## src/rtl/debouncer_classifier_n.sv

```systemverilog
// Multi-channel tyre-sensor debouncer: synchronise, glitch-filter, classify
// each filtered pulse by length and keep a shared saturating car total.
module debouncer_classifier_n #(
    parameter int CH          = 4,
    parameter int SYNC_STAGES = 2,
    parameter int STABLE_CNT  = 2,
    parameter int CNT_W       = 4,
    parameter int MIN_LEN     = 2,
    parameter int CAR_MIN     = 6,
    parameter int MAX_LEN     = 10,
    parameter int TOT_W       = 8
) (
    input  logic              clk,
    input  logic              rst_n,
    input  logic [CH-1:0]     in,
    input  logic              cnt_clr,
    output logic [CH-1:0]     db_out,
    output logic [CH-1:0]     det_valid,
    output logic [2*CH-1:0]   det_class,
    output logic [CH-1:0]     stuck,
    output logic [TOT_W-1:0]  car_total
);

    localparam int SW = (STABLE_CNT > 1) ? $clog2(STABLE_CNT) : 1;
    localparam int PW = $clog2(CH + 1);
    localparam logic [SW-1:0]  STAB_LAST = SW'(STABLE_CNT - 1);
    localparam logic [TOT_W:0] TOT_MAX   = {1'b0, {TOT_W{1'b1}}};

    typedef enum logic [1:0] {IDLE, MEAS, FAULT} state_t;

    logic [SYNC_STAGES-1:0] sync_q  [CH];
    logic [SW-1:0]          stab_q  [CH];
    logic [CNT_W-1:0]       len_q   [CH];
    state_t                 state_q [CH];

    logic [CH-1:0]   s;
    logic [CH-1:0]   toggle;
    logic [CH-1:0]   valid_nxt;
    logic [2*CH-1:0] class_nxt;
    logic [PW-1:0]   car_cnt;
    logic [TOT_W:0]  car_sum;

    // A toggle while db_out is high is a pulse end; classify it from the
    // length accumulated so far so det_valid and car_total move on that edge.
    always_comb begin
        s         = '0;
        toggle    = '0;
        valid_nxt = '0;
        class_nxt = det_class;
        car_cnt   = '0;
        for (int i = 0; i < CH; i++) begin
            s[i]      = sync_q[i][SYNC_STAGES-1];
            toggle[i] = (s[i] != db_out[i]) && (stab_q[i] == STAB_LAST);
            if (toggle[i] && db_out[i]) begin
                if (state_q[i] == FAULT) begin
                    valid_nxt[i]        = 1'b1;
                    class_nxt[2*i +: 2] = 2'b11;
                end else if ((state_q[i] == MEAS) && (len_q[i] >= CNT_W'(MIN_LEN))) begin
                    valid_nxt[i]        = 1'b1;
                    class_nxt[2*i +: 2] = (len_q[i] >= CNT_W'(CAR_MIN)) ? 2'b10 : 2'b01;
                end
            end
            if (valid_nxt[i] && (class_nxt[2*i +: 2] == 2'b10)) begin
                car_cnt = car_cnt + PW'(1);
            end
        end
        car_sum = {1'b0, car_total} + (TOT_W+1)'(car_cnt);
    end

    always_ff @(posedge clk) begin
        if (rst_n) begin
            db_out    <= '0;
            det_valid <= '0;
            det_class <= '0;
            stuck     <= '0;
            car_total <= '0;
            for (int i = 0; i < CH; i++) begin
                sync_q[i]  <= '0;
                stab_q[i]  <= '0;
                len_q[i]   <= '0;
                state_q[i] <= IDLE;
            end
        end else begin
            det_valid <= valid_nxt;
            det_class <= class_nxt;

            if (cnt_clr) begin
                car_total <= '0;
            end else if (car_sum > TOT_MAX) begin
                car_total <= '1;
            end else begin
                car_total <= car_sum[TOT_W-1:0];
            end

            for (int i = 0; i < CH; i++) begin
                sync_q[i] <= {sync_q[i][SYNC_STAGES-2:0], in[i]};

                if (toggle[i]) begin
                    db_out[i] <= ~db_out[i];
                    stab_q[i] <= '0;
                end else if (s[i] != db_out[i]) begin
                    stab_q[i] <= stab_q[i] + SW'(1);
                end else begin
                    stab_q[i] <= '0;
                end

                // In MEAS/FAULT db_out is high, so any toggle is the falling edge.
                case (state_q[i])
                    IDLE: begin
                        if (toggle[i] && !db_out[i]) begin
                            state_q[i] <= MEAS;
                            len_q[i]   <= CNT_W'(1);
                        end
                    end
                    MEAS: begin
                        if (toggle[i]) begin
                            state_q[i] <= IDLE;
                        end else if (len_q[i] == CNT_W'(MAX_LEN)) begin
                            state_q[i] <= FAULT;
                            stuck[i]   <= 1'b1;
                            len_q[i]   <= CNT_W'(MAX_LEN + 1);
                        end else begin
                            len_q[i] <= len_q[i] + CNT_W'(1);
                        end
                    end
                    FAULT: begin
                        if (toggle[i]) begin
                            state_q[i] <= IDLE;
                            stuck[i]   <= 1'b0;
                        end
                    end
                    default: state_q[i] <= IDLE;
                endcase
            end
        end
    end

endmodule

```

## config.mk

```make
export PLATFORM = sky130hd
export DESIGN_NAME = debouncer_classifier_n
export DESIGN_NICKNAME = d
export VERILOG_FILES = /design/src/rtl/debouncer_classifier_n.sv
export SDC_FILE = /design/constraint.sdc
export NUM_CORES = 1
export LEC_CHECK = 0
export ABC_AREA = 1
export BUFFER_PORTS_ARGS = -buffer_cell sky130_fd_sc_hd__buf_2
export CAP_MARGIN = 40
export CORE_MARGIN = 4
export CORE_UTILIZATION = 45
export DETAILED_ROUTE_END_ITERATION = 7
export GPL_ROUTABILITY_DRIVEN = 0
export HOLD_SLACK_MARGIN = 0.06
export PLACE_DENSITY = 0.66
export SYNTH_ARGS = -nofsm -noshare
export SYNTH_HDL_FRONTEND = slang
export SYNTH_SLANG_ARGS = --single-unit
```

## constraint.sdc

```tcl
create_clock -name clk -period 3.1 [get_ports clk]
set_clock_uncertainty 0.2 [all_clocks]
set_input_delay 0.31 -clock clk [delete_from_list [all_inputs] [get_ports clk]]
set_output_delay 0.31 -clock clk [all_outputs]
set_load 0.03 [all_outputs]
```

[Yosys cells after proc, flatten, opt, wreduce, memory -nomap -nowiden]
Memories as Yosys holds them, arrays and structs flattened.
Index checks and enable logic that the tools add are counted.
Storage, ports and cells
  bits in writable memories: 36
  memories: 4
  output and inout port bits: 28
  logic and storage cells: 397
  flip-flop bits (word level): 28
  input port bits: 7
Memory list
  len_q: depth 4, bits a word 4, read ports 4, clocked after Yosys merged registers in 0, wr ports 4, line 33  | logic [CNT_W-1:0] len_q [CH];
  state_q: depth 4, bits a word 2, read ports 4, clocked after Yosys merged registers in 0, wr ports 4, line 34  | state_t state_q [CH];
  sync_q: depth 4, bits a word 2, read ports 4, clocked after Yosys merged registers in 0, wr ports 4, line 31  | logic [SYNC_STAGES-1:0] sync_q [CH];
  stab_q: depth 4, bits a word 1, read ports 4, clocked after Yosys merged registers in 0, wr ports 4, line 32  | logic [SW-1:0] stab_q [CH];
Operators by class
  add/subtract/negate cells: 12
  equal/unequal tests: 32
  bitwise logic cells: 52
  magnitude comparators: 9
  mux-type cells: 236
  reductions and logical operators: 41
Operators by type and width (number)
  $mux 1: 176
  $mux 2: 40
  $mux 4: 12
  $or 1x1->1: 48
  $logic_and 1x1->1: 20
  $add 4x1->4 const B: 4
  $eq 2x2->1 const B: 8
  $eq 4x4->1 const B: 4
  $ge 4x2->1 const B: 4
  $ge 4x3->1 const B: 4
  $ne 2x2->1 const B: 8
  $reduce_and 4->1: 4
  $reduce_or 3->1: 4
  $add 3x1->3 const B: 3
  $add 8x3->9: 1
  $gt 9x8->1 const B: 1
  $mux 3: 3
  $eq 2x1->1 const B: 4
  $logic_not 2->1: 4
  $mux 8: 1
  $ne 2x1->1 const B: 4
  $pmux 1 s2: 4
  $reduce_bool 2->1: 4
  $add 1x1->1 const B: 4
  4 further kinds: 13

[Longest topological paths before layout]
Gate-level depths: netlist (run 1).
An unclocked memory read counts as a cell.
  depth in word-level cells: 18
  mapped depth: 25
  mapped depth without buffers: 25

[Worst setup path before layout (run 1)]
Ideal clock, no wire load.
  kind: flip-flop to flip-flop
  start point: memory len_q[1][1]
  end point: register car_total[6]
  buffers on the path: 0
  data arrival time: 2.867 ns
  setup slack: -0.084 ns
  period minus slack after synthesis: 3.184 ns
  cell stages (with the launch flop): 24
  setup time: 0.117 ns
  data required time: 2.783 ns
  cells stage by stage: edfxtp_1 -> ha_1 -> nor2_1 -> nand2_1 -> nand2_1 -> inv_1 -> nand3_1 -> inv_1 -> ha_1 -> inv_1 -> nand2_1 -> nand2_2 -> inv_1 -> ha_1 -> nand4_1 -> inv_1 -> nand2_1 -> nand2_1 -> ha_1 -> nand2_2 -> a21oi_4 -> nand3_2 -> nor3_1 -> nor2_1
RTL lines
  start, declared: line 33
  end signal, assigned: line 92  | car_total <= car_sum[TOT_W-1:0];
  end, declared: line 21  | output logic [TOT_W-1:0] car_total

==> flow_summary.yaml, run 1 <==
cts:
  cts_buffer_depth: 2
  clkLatencyLatePin_ps: 340
  clkTransAtPathRegs_ps: 70
  clock-sinks: 64
  root_buffer: "clkbuf_8"
  cts_made_buffers: 9
  cts_tree: "yes"
  cts-htree-levels: 3
synth:
  synth_area_leaders: "edfxtp_1 25%, dfxtp_1 21%, nand2_1 9.8%, inv_1 8.6%, nor2_1 5.7%"
  yosys.area.top_type: "edfxtp_1"
  synth_cell_types: 33
  yosysMostFrequentCell: "nand2_1"
  ys.flop_type: "dfxtp_1"
  synthCells: 427
  syn_avg_cell_area_um2: 7.89
  synthTopCellsByCount: "88 x nand2_1, 77 x inv_1, 51 x nor2_1"
  synth.yosys.warnings: 0
  synth-async-reset-ratio: 0
  synth_top_area_frac: 0.249
  ys_seq_area_frac: 0.463
  netlist_area_mm2: 0.00337
  ys_seq_elements: 64
  synth_edf_count: 28
die:
  pin_count: 35
  dieArea_mm2: 0.00894
  initial_core_util: 0.465
  num_rows: 31
  core_area_mm2: 0.00725
  chipWidth_um: 94.5
  die_h_um: 94.5
timing:
  final-setup-viol-count: 3
  setup-tns-final_ps: -11.7
  fmax_ghz: 0.322
  fin_hold_ws_ps: 167
  rsz0062_at_grt: "true"
  period_share: 1.00
  finalHoldViolCount: 0
  period_needed_ps: 3110
  slew_violations: 0
  setup_slack_ps: -7.92
setup_path:
  worstRegToRegCells: 21
  reg2reg_slack_ps: -8
  reg2reg_to: "car_total[0]"
  critPathCaptureType: "register"
  critPathLaunchType: "register"
  cp_data_arrival_time_ps: 3170
  cp.required_ps: 3160
  critPathKind: "register to register"
  crit_fanout: 6
  rr_startpoint: "len_q[1][1]"
route:
  drt-pass1-iter-count: 4
  ant_nets: 0
  post-route-drc-count: 0
  drt_iter0_markers: 89
  routed_wl_um: 6950
  vias: 2893
  viasPerCell: 4.73
  wl_per_cell_um: 11.4
status:
  violations: "negative setup slack"
  status: "finished with violations"
layout:
  syn_to_final_growth_pct: 28.4
  fin_nets: 530
  drive_gt1_frac: 0.261
  diodes: 0
pwr:
  vdd_ir_drop_max_v: 0.000317
  p_per_area_mw_per_mm2: 433
  p_leak_nw: 2.11
job:
  cap_violations: 0
grt:
  grt_max_degree: 30
  grt_pass1_vias: 2773
  track_usage: 0.164
  antenna_found_initial: 0
  grt_pass1_wl_um: 11600
  grt_overflow_total: 0
hold_path:
  holdCritStartpoint: "rst_n"
  worst_hold_path_type: "input port to register"
  holdPathEnd: "det_class[2]"
  whs_path_depth: 4
place:
  dp_hpwl_um: 5080
  io_buffers: 34
## where the power goes
part | switching (mW) | internal (mW) | total, mW
combinational | 0.105 | 0.0665 | 0.172
clock | 0.320 | 0.450 | 0.770
sequential | 0.0216 | 0.912 | 0.934
total | 0.447 | 1.43 | 1.88
## kinds of logic (layout without fill, tap and decap cells)
family / count (synthesis) / count (layout) / share of synthesized area
compound gates: 46 / 46 / 0.0750
xor+xnor: 9 / 9 / 0.0234
fa+ha+maj: 15 / 15 / 0.0579
buf+inv: 82 / 165 / 0.0943
flops: 64 / 64 / 0.463
other cells: 1 / 4 / 0.00111
simple gates: 210 / 210 / 0.285
## how the worst max path moves through the flow
stage	from	end	slack, ps	cells past startpoint
2_1_floorplan	len_q[1][1]	car_total[6]	20	22
3_3_place_gp	len_q[0][0]	car_total[6]	-40	22
3_5_place_dp	len_q[0][0]	car_total[6]	-140	22
4_1_cts	len_q[1][0]	car_total[7]	2	22
5_1_grt	len_q[1][1]	car_total[6]	-170	23
6_report	len_q[1][1]	car_total[0]	-8	21
## metrics by stage
| stage | instances | utilization | area, um^2 | worst slack, ps | power (mW) |
|---|---|---|---|---|---|
| detailed placement | 584 | 0.534 | 3870 | -138 | 1.11 |
| finish | 612 | 0.597 | 4330 | -7.92 | 1.88 |
| floorplan | 430 | - | 3410 | 15.1 | 1.06 |
| global route | 612 | 0.597 | 4330 | -172 | 1.96 |
| CTS | 609 | 0.585 | 4240 | 1.51 | 1.89 |
| global placement | 584 | 0.534 | 3870 | -35.4 | 1.10 |
## cells in the final DEF (no fill, tap or decap), types with 4 or more instances in the layout
cell,instances
nand2_1,82
inv_1,70
nor2_1,50
dfxtp_1,36
buf_2,34
buf_4,32
nand3_1,28
edfxtp_1,28
o21ai_0,17
a21oi_1,15
nand4_1,11
nand2_2,11
ha_1,9
clkbuf_8,9
nand3_2,7
a21oi_2,7
nor3_1,6
xnor2_1,6
inv_2,6
ha_4,5
dlygate4sd3_1,5
conb_1,4
## area by class of cell
| cell class | instances | area, um^2 |
|---|---|---|
| Sequential cell | 64 | 1560 |
| Clock inverter | 6 | 83.8 |
| Clock buffer | 10 | 128 |
| Fill cell | 651 | 2920 |
| Multi-Input combinational cell | 284 | 1670 |
| Tap cell | 99 | 124 |
| Timing Repair Buffer | 72 | 472 |
| Inverter | 77 | 292 |
## critical path: stages, from the launching register on
cell and delay (ps):
edfxtp_1 440, ha_4 190, nor2_1 80, nand2_1 90, nand2_2 80, inv_2 50
nand3_4 70, inv_4 40, ha_4 270, inv_2 30, nand2_2 60, nand2_2 60
inv_2 60, ha_4 110, nand4_1 110, nand4_1 140, nand2_2 80, ha_4 300
nand2_4 50, a21oi_4 200, nand4_4 170, a21oi_2 160
## sequential cells by signal, indices dropped and copies added (netlist names)
name and cells:
det_class 8, det_valid 4, car_total 8, stuck 4, sync_q 8, len_q 16
state_q 8, db_out 4, stab_q 4
## repair_timing
| action | 4_1_cts | 5_1_grt |
|---|---|---|
| endpoints found under the hold margin | 5 | 0 |
| pin swaps | 8 | 19 |
| buffers inserted | 4 | 3 |
| endpoints found under the setup margin | 8 | 8 |
| gates resized for setup | 24 | 16 |
| hold buffers | 5 | 0 |
| cloned | 0 | 0 |
## per-layer routing
| metal | part of all wire | track usage |
|---|---|---|
| met1 | 0.46 | 0.193 |
| met4 | 0.012 | 0.0673 |
| met5 | 0 | 0 |
| met3 | 0.038 | 0.0367 |
| met2 | 0.49 | 0.289 |
Note: power is estimated with default switching activity, not from simulation.
==> inputs of run 2 (changes only) <==
Settings changed: PLACE_DENSITY 0.66 to 0.73, SKIP_LAST_GASP set to 1.
==> run 2 against run 1 <==
- the run still ends with negative setup slack left
- worst hold slack improved by 39 ps
- sequential cell count did not move
- clock-buffer cell count rose by 1
- clock power rose by 5.1%
- wire length rose by 17%
- non-clock buffer count rose by 14
- critical path type unchanged
- largest cell class unchanged
==> flow_summary.yaml, run 2 (synthesis gave the netlist of run 1 again) <==
status:
  status: "finished with violations"
  violations: "negative setup slack"
grt:
  grt_pass1_wl_um: 13400
  grt_overflow_total: 0
  grt_max_degree: 30
  grt_pass1_vias: 3119
  track_usage: 0.193
  antenna_found_initial: 0
layout:
  largest_register_ffs: 16
  layout_commonest_cell: "nand2_1"
  instances_no_fill: 626
  fin_nets: 544
  diodes: 0
  drive_gt1_frac: 0.277
  syn_to_final_growth_pct: 31.1
  post-route-cell-area_mm2: 0.00442
  final_cell_mix: "83 x nand2_1, 71 x inv_1, 48 x nor2_1"
  largest_register: "len_q"
  final_util: 0.609
timing:
  fin_hold_ws_ps: 206
  slew_violations: 0
  final-setup-viol-count: 9
  finalHoldViolCount: 0
  rsz0062_at_grt: "true"
  period_needed_ps: 3210
  fmax_ghz: 0.312
  setup_slack_ps: -105
  period_share: 1.03
route:
  routed_wl_um: 8160
  post-route-drc-count: 0
  viasPerCell: 4.92
  wl_per_cell_um: 13.0
  drt_iter0_markers: 134
  ant_nets: 0
  drt-pass1-iter-count: 4
  vias: 3082
setup_path:
  cp_data_arrival_time_ps: 3220
  worstRegToRegCells: 22
  critPathCaptureType: "register"
  critPathLaunchType: "register"
  reg2reg_to: "car_total[4]"
  cp.required_ps: 3120
  critPathKind: "register to register"
  rr_startpoint: "len_q[1][1]"
  crit_fanout: 5
  reg2reg_slack_ps: -110
die:
  chipWidth_um: 94.5
  initial_core_util: 0.465
  die_h_um: 94.5
  num_rows: 31
  dieArea_mm2: 0.00894
  pin_count: 35
  core_area_mm2: 0.00725
cts:
  clkTransAtPathRegs_ps: 70
  cts-htree-levels: 3
  clkLatencyLatePin_ps: 340
  clock-sinks: 64
  cts_buffer_depth: 2
  root_buffer: "clkbuf_8"
  cts_made_buffers: 9
  cts_tree: "yes"
hold_path:
  whs_path_depth: 2
  holdCritStartpoint: "sync_q[2][0]"
  worst_hold_path_type: "register to register"
  holdPathEnd: "sync_q[2][1]"
place:
  dp_hpwl_um: 5260
  dp_cells: 582
  dpl-instance-area_mm2: 0.00385
  io_buffers: 34
  dp_slack_ps: -188
pwr:
  p_leak_nw: 2.17
  vdd_ir_drop_max_v: 0.000349
  p_per_area_mw_per_mm2: 441
job:
  cap_violations: 0
run 2: cell count changes in the layout (fill, tap and decap cells not counted), moves of 2 or more:
cell        delta
buf_4         +13
clkinv_2       -2
clkinvlp_4     +2
nand3_4        -2
nor2_1         -2
run 2: critical path: stages (launching register included):
cell,delay [ps]
edfxtp_1,460
ha_4,200
nor2_4,90
nand2_2,80
nand2_2,90
inv_2,50
nand3_2,70
inv_2,50
ha_4,270
inv_2,30
nand2_2,70
nand2_2,70
inv_2,60
ha_4,110
nand4_1,110
nand4_1,140
nand2_2,70
ha_4,300
nand2_4,50
a21oi_4,190
buf_4,140
xnor2_1,100
a21oi_1,70
run 2: report_power, final:
part	leakage [nW]	total [mW]	switching, mW	internal, mW
registers	0.584	0.938	0.0253	0.912
logic	1.48	0.203	0.118	0.0848
clock network	0.106	0.809	0.336	0.474
run 2: cell type report:
type	count	area, um^2
clock inverter	5	80.1
clock buffer	11	141
inverter	77	289
sequential	64	1560
timing repair buffer	86	581
fill	609	2830
tap	99	124
multi-input combinational	284	1640
run 2: how the worst max path moves through the flow:
stage,slack (ps),to,startpoint,cells past startpoint
global placement,-50,car_total[6],len_q[0][0],22
floorplan,20,car_total[6],len_q[1][1],22
detailed placement,-190,car_total[6],len_q[0][0],22
CTS,-60,car_total[6],len_q[1][0],21
finish,-110,car_total[4],len_q[1][1],22
global route,-310,car_total[6],len_q[1][1],22
run 2: metal layers:
metal	vias up	GRT usage	routed length, um
li1	1557	-	-
met1	1425	0.206	3310
met2	80	0.356	4190
met3	20	0.0438	388
met4	0	0.0938	273
met5	-	0	0
run 2: repair_timing:
action                                  CTS  global route
gates resized for setup                  14            23
pin swaps                                 8            17
hold buffers                              5             0
hold endpoints to repair                  5             0
endpoints found under the setup margin    8            10
setup buffers                            21             3
run 2: stage by stage:
stage	power (mW)	TNS (ps)
2_1_floorplan	1.06	0
3_3_place_gp	1.10	-78.0
3_5_place_dp	1.11	-954
4_1_cts	1.94	-59.2
5_1_grt	2.04	-2380
6_report	1.95	-624
